### config.mk
export PLATFORM = sky130hd
export DESIGN_NAME = bit_stream_tx
export DESIGN_NICKNAME = d
export VERILOG_FILES = /design/src/rtl/bit_stream_tx.sv
export SDC_FILE = /design/constraint.sdc
export NUM_CORES = 1
export LEC_CHECK = 0
export ABC_AREA = 0
export ABC_CLOCK_PERIOD_IN_PS = 2100
export CAP_MARGIN = 20
export CORE_UTILIZATION = 50
export CTS_BUF_LIST = sky130_fd_sc_hd__clkbuf_8
export CTS_CLUSTER_DIAMETER = 30
export CTS_CLUSTER_SIZE = 8
export DETAILED_ROUTE_END_ITERATION = 16
export PLACE_DENSITY = 0.76
export SLEW_MARGIN = 20
export SYNTH_ARGS = -nofsm -noshare
export SYNTH_HDL_FRONTEND = slang
export SYNTH_SLANG_ARGS = --single-unit
### constraint.sdc
create_clock -name clk -period 2.1 [get_ports clk]
set_clock_uncertainty 0.1 [all_clocks]
set_input_delay 0.21 -clock clk [delete_from_list [all_inputs] [get_ports clk]]
set_output_delay 0.21 -clock clk [all_outputs]
set_load 0.05 [all_outputs]
### src/rtl/bit_stream_tx.sv
// Serial framer: sync pattern then payload, MSB first, on one line.
// Back-to-back words are chained with no idle gap between frames.
module bit_stream_tx #(
  parameter int DATA_W = 16,
  parameter int SYNC_W = 8,
  parameter logic [SYNC_W-1:0] SYNC_PAT = 8'hA7,
  parameter int CNT_W = 8
) (
  input  logic              clk,
  input  logic              rst_n,
  input  logic              en,
  input  logic [DATA_W-1:0] in_data,
  input  logic              in_valid,
  output logic              in_ready,
  output logic              dout,
  output logic              dout_en,
  output logic              frame_done,
  output logic              busy,
  output logic [1:0]        state,
  output logic [CNT_W-1:0]  frame_cnt
);

  localparam int MW = (DATA_W > SYNC_W) ? DATA_W : SYNC_W;
  localparam int BW = (MW > 1) ? $clog2(MW) : 1;

  typedef enum logic [1:0] {
    IDLE = 2'd0,
    SYNC = 2'd1,
    DATA = 2'd2
  } state_t;

  state_t            st;
  logic [BW-1:0]     bit_cnt;
  logic [DATA_W-1:0] data_sh;
  logic [SYNC_W-1:0] sync_sh;
  logic              last;
  logic              accept;

  assign last = (st == DATA) &&
                (bit_cnt == BW'(DATA_W - 1));

  // Gated by rst_n so nothing looks acceptable while held in reset.
  assign in_ready = rst_n && en &&
                    ((st == IDLE) || last);
  assign accept   = in_valid && in_ready;
  assign busy     = (st != IDLE);
  assign state    = st;

  always_ff @(posedge clk or negedge rst_n) begin
    if (!rst_n) begin
      st         <= IDLE;
      bit_cnt    <= '0;
      data_sh    <= '0;
      sync_sh    <= '0;
      dout       <= 1'b0;
      dout_en    <= 1'b0;
      frame_done <= 1'b0;
      frame_cnt  <= '0;
    end else begin
      frame_done <= 1'b0;
      case (st)
        IDLE: begin
          dout    <= 1'b0;
          dout_en <= 1'b0;
        end
        SYNC: begin
          if (bit_cnt == BW'(SYNC_W - 1)) begin
            st      <= DATA;
            bit_cnt <= '0;
            dout    <= data_sh[DATA_W-1];
            data_sh <= data_sh << 1;
          end else begin
            bit_cnt <= bit_cnt + 1'b1;
            dout    <= sync_sh[SYNC_W-1];
            sync_sh <= sync_sh << 1;
          end
        end
        DATA: begin
          if (last) begin
            st      <= IDLE;
            bit_cnt <= '0;
            dout    <= 1'b0;
            dout_en <= 1'b0;
          end else begin
            bit_cnt <= bit_cnt + 1'b1;
            dout    <= data_sh[DATA_W-1];
            data_sh <= data_sh << 1;
            // Registered so it lands with the last bit.
            if (bit_cnt == BW'(DATA_W - 2)) begin
              frame_done <= 1'b1;
              frame_cnt  <= frame_cnt + 1'b1;
            end
          end
        end
        default: begin
          st      <= IDLE;
          bit_cnt <= '0;
          dout    <= 1'b0;
          dout_en <= 1'b0;
        end
      endcase
      if (accept) begin
        st      <= SYNC;
        bit_cnt <= '0;
        data_sh <= in_data;
        sync_sh <= SYNC_PAT << 1;
        dout    <= SYNC_PAT[SYNC_W-1];
        dout_en <= 1'b1;
      end
    end
  end

endmodule

# Yosys cells after proc, flatten, opt, wreduce, memory -nomap -nowiden
# Cells that the tools add are included.
# word_totals
mem_bits_rw	0
in_bits	20
word_cells	61
mem_bits_ro	0
memories	0
reg_bits	41
out_inout_bits	15
latch_bits	0
# op_classes
n_eq_ne	11
reduce_logical	14
bitwise_logic	1
div	0
order_cmp	0
muxes	25
mul	0
add_sub_neg	2
shifts	0
# op_table
operator	n
16-bit 2-to-1 mux	3
16-bit one-hot mux with 2 select lines	1
8-bit 2-to-1 mux	3
4-bit 2-to-1 mux	3
4-bit one-hot mux with 3 select lines	1
3-bit != test (second input constant)	3
3-bit AND reduction	3
8-bit by 1-bit adder with 8-bit output (second input constant)	1
4-bit equality test (second input constant)	2
1-bit 2-to-1 mux	8
2-bit 2-to-1 mux	3
2-bit != test (second input constant)	3
2-bit one-hot mux with 3 select lines	1
4-bit by 1-bit adder with 4-bit output (second input constant)	1
4-bit by 3-bit equality test with 1-bit output (second input constant)	1
1-bit logical AND	4
1-bit one-hot mux with 2 select lines	2
2-bit AND reduction	2
2-bit nonzero test	2
3-bit nonzero test	1
2-bit by 1-bit equality test with 1-bit output (second input constant)	1
2-bit equality test (second input constant)	1
2-bit zero test	1
1-bit logical OR	1
1-bit inverter	1

# Longest topological paths before layout
# depth
ltp_word	7
ltp_mapped	9

# Worst setup path after synthesis
# Ideal clock, no wire load.
# synth_timing
path_kind	reg-to-reg
from	register st[1], in the netlist state[1]
to	register st[1], in the netlist state[1]
t_required_ns	1.878
path_buffers	1
slack_ns	-0.618
t_arrival_ns	2.496
path_stages_with_launch	7
cell_sequence	dfrtp_1 ha_1 buf_2 a41oi_1 nor2_1 nand2_1 a32o_1
# synth_between
elab_chain_cells	7
elab_cells_between_ends	13
cone_classes	eq/ne (5); mux (2); reduce/logical (6)
# synth_rtl
element	line	text
start: declaration	32	state_t st;
start signal: assignment	51	st <= IDLE;
start signal: assignment	68	st <= DATA;
start signal: assignment	80	st <= IDLE;
2-bit equality test	39	assign last = (st == DATA) &&
1-bit logical AND	39	
1-bit logical OR (*)	44	((st == IDLE) || last);
1-bit logical AND (*)	43	assign in_ready = rst_n && en &&
via in_ready	14	output logic in_ready,
1-bit logical AND (*)	45	assign accept = in_valid && in_ready;
3-bit != test (no source line) / 2-bit != test (equally long branches)	--	
3-bit AND reduction (no source line)	--	
# The timed path passes the listed nets; every way through them passes the cells marked *.
# A chain may end at the register's enable or synchronous reset.

# Worst setup path in the final report
# layout_timing
from	register st[0], in the netlist state[0]
to	output in_ready
# layout_between
elab_chain_cells	4
elab_cells_between_ends	5
cone_classes	eq/ne (1); reduce/logical (4)
# layout_rtl
element	line
2-bit equality test	39
1-bit logical AND	39
1-bit logical OR (*)	44
1-bit logical AND (*)	43
end: declaration	14
# Mark *: on every way between the ends. The rest lies on a longest branch, timed or not.

==> reports/qor.yml <==
status: "complete, no violations"
rsz0062_at_grt: "no"
nFillCells: 309
diodes: 0
dp_cells: 268
multi_input_area_um2: 921
grt_pass1_wl_um: 6710
power_density_nw_per_um2: 1090
crit_chain: "inv_1, ha_4, a41oi_2, buf_4, nor2_4, buf_12"
die_area_um2: 4220
p_leak_nw: 1.03
final_cells: 277
drt.antenna.violating_nets: 0
finalCritPeriodShare: 0.961
first_iter_violations: 79
yosys_most_used_dff: "dfrtp_1"
die_y_um: 65.0
worstSetupPathType: "reg -> out"
io_buffers: 34
finalHoldViolCount: 0
avgSynthCellArea_um2: 10.2
grtUsageTotal: 0.210
setup_viol: 0
postCtsSetupBuffers: 0
synth_edf_count: 0
path_clk_slew_ns: 0.07
worstSetupEndpointType: "output port"
cp_max_fo: 9
final_util: 0.667
ys_seq_area_frac: 0.505
max-vdd-ir-drop_mv: 0.645
async_reset_ff_frac: 1.00
die_x_um: 65.0
wl_per_cell_um: 14.5
max-slew-margin-rel: 0.657
grt_start_max_net_pins: 41
place.gp.congestion: 0.858
holdWs_ns: 0.361
grt_pass1_vias: 1511
row_count: 22
synth.distinct_cells: 39
slowest_stage: "dfrtp_2"
fin_crit_ns: 2.02
grt-ovfl-total: 0
yosysWarnings: 0
rr_worst_depth: 7
hpwl_um: 2820
crit_path_max_incr_delay_ns: 0.43
crit_required_ns: 1.79
drtPass1Iterations: 4
hp-class: "in -> reg"
drt-vias-per-instance: 5.51
ff2ff_setup_slack_ns: 0.22
syn_inst: 194
tritoncts: "done"
clkSinkCount: 40
drv_cap: 0
routed-via-count: 1526
whs_path_depth: 3
ios: 35
initial_core_util: 0.530
nNetsFinal: 254
htree_levels: 2
drc: 0
fmax_mhz: 496
worst-slew-pin-transition_ns: 0.512
clk_latency_ns: 0.29
antenna_found_initial: 0
routed_wirelength_um: 4010
drive_gt1_frac: 0.122
ys_seq_elements: 40
setup.worst_path.start_class: "register"
worstPathArrival_ns: 1.71
synthToLayoutAreaGrowth_pct: 25.9
clock_path_buffers: 2
core_area_um2: 3740
regArea_um2: 1000
syn_area_um2: 1980
setup_tns_ns: 0
cts_made_buffers: 5
maxSlewViolCount: 0
synthesis.nets: 220
fin_total_pwr_mw: 2.73
cts-root-buf: "clkbuf_8"
==> kinds of logic after synthesis <==
logic type      synth area share
buf+inv                   0.0530
mux                       0.0871
flops                      0.505
xor+xnor                  0.0309
fa+ha+maj                 0.0379
simple gates               0.160
compound gates             0.126
==> metrics by stage <==
step	setup slack, ns	area [um2]
after floorplan	0.0151	2000
after global placement	0.180	2380
after detailed placement	0.0837	2380
after CTS	0.0275	2480
after global routing	0.0138	2500
final	0.0827	2500
==> routing by layer <==
layer | part of all wire | vias up | GRT usage
li1 | - | 739 | -
met1 | 0.44 | 742 | 0.254
met2 | 0.51 | 39 | 0.362
met3 | 0.042 | 6 | 0.0546
met4 | 0.012 | 0 | 0.0667
met5 | 0 | - | 0
==> worst max-delay path: cells and delay by family, from the launching register on <==
kind,cells,cell delay [ns]
compound gates,1,0.18
fa+ha+maj,1,0.21
buf+inv,3,0.48
flops,1,0.43
simple gates,1,0.12
==> cell usage in the layout, fill, tap and decap left out, drive strengths merged, types with 2 or more instances in the layout <==
cell	synthesis	final
ha	6	6
nor2	3	3
o21ai	21	21
clkbuf	1	5
xnor2	6	6
mux2	2	2
nand2b	2	2
a21o	3	3
nand4	4	4
o21a	2	2
clkdlybuf4s50	0	31
nand2	38	38
mux2i	15	15
buf	11	7
nand3	8	8
nor3b	2	2
a21oi	8	8
inv	6	8
dfrtp	40	40
or3	3	3
==> final cells by class <==
class,instances,area share
repair buffers,39,0.163
clock inverters,3,0.00501
inverters,6,0.00902
well taps,48,0.0241
multi-input cells,136,0.369
flip-flops and latches,40,0.402
clock buffers,5,0.0276
==> synth_stat cells (2+ instances only) <==
cell | number | share of area
a21o_1 | 3 | 0.011
a21oi_1 | 8 | 0.020
buf_2 | 8 | 0.020
dfrtp_1 | 40 | 0.50
ha_1 | 6 | 0.038
inv_1 | 6 | 0.011
mux2i_1 | 15 | 0.076
nand2_1 | 38 | 0.072
nand2b_1 | 2 | 0.0063
nand3_1 | 6 | 0.015
nand3_2 | 2 | 0.010
nand4_1 | 4 | 0.013
nor2_1 | 3 | 0.0057
o21a_1 | 2 | 0.0076
o21ai_0 | 8 | 0.020
o21ai_1 | 13 | 0.033
or3_1 | 3 | 0.0095
xnor2_1 | 6 | 0.026
==> registers in the layout (all words and copies together), names as in the netlist <==
| register | flops |
|---|---|
| sync_sh | 7 |
| dout_en | 1 |
| dout | 1 |
| state | 2 |
| frame_cnt | 8 |
| frame_done | 1 |
| data_sh | 16 |
| bit_cnt | 4 |
==> path summary, 6_finish.rpt <==
check,from,endpoint
min in group asynchronous,rst_n,sync_sh[4]$_DFFE_PN0P_
hold / removal,in_data[5],data_sh[5]$_DFFE_PN0P_
max in group asynchronous,rst_n,state[1]$_DFFE_PN0P_
setup / recovery,state[0]$_DFFE_PN0P_,in_ready
hold reg to reg,frame_cnt[7]$_DFFE_PN0P_,frame_cnt[7]$_DFFE_PN0P_
setup reg to reg,state[1]$_DFFE_PN0P_,data_sh[1]$_DFFE_PN0P_
==> power breakdown <==
group	internal, mW	leakage (nW)	switching [mW]	total (mW)
Clock	0.223	0.0505	0.249	0.472
Combinational	0.460	0.463	0.623	1.08
Sequential	1.02	0.517	0.153	1.18
Total	1.71	1.03	1.02	2.73
==> timing repair <==
item	in CTS	in global routing
endpoints found under the hold margin	40	0
pin swaps	0	0
hold buffers	1	0
gates resized for setup	2	4
setup endpoints to repair	1	4
No activity file was read; power rests on OpenSTA's default activity.
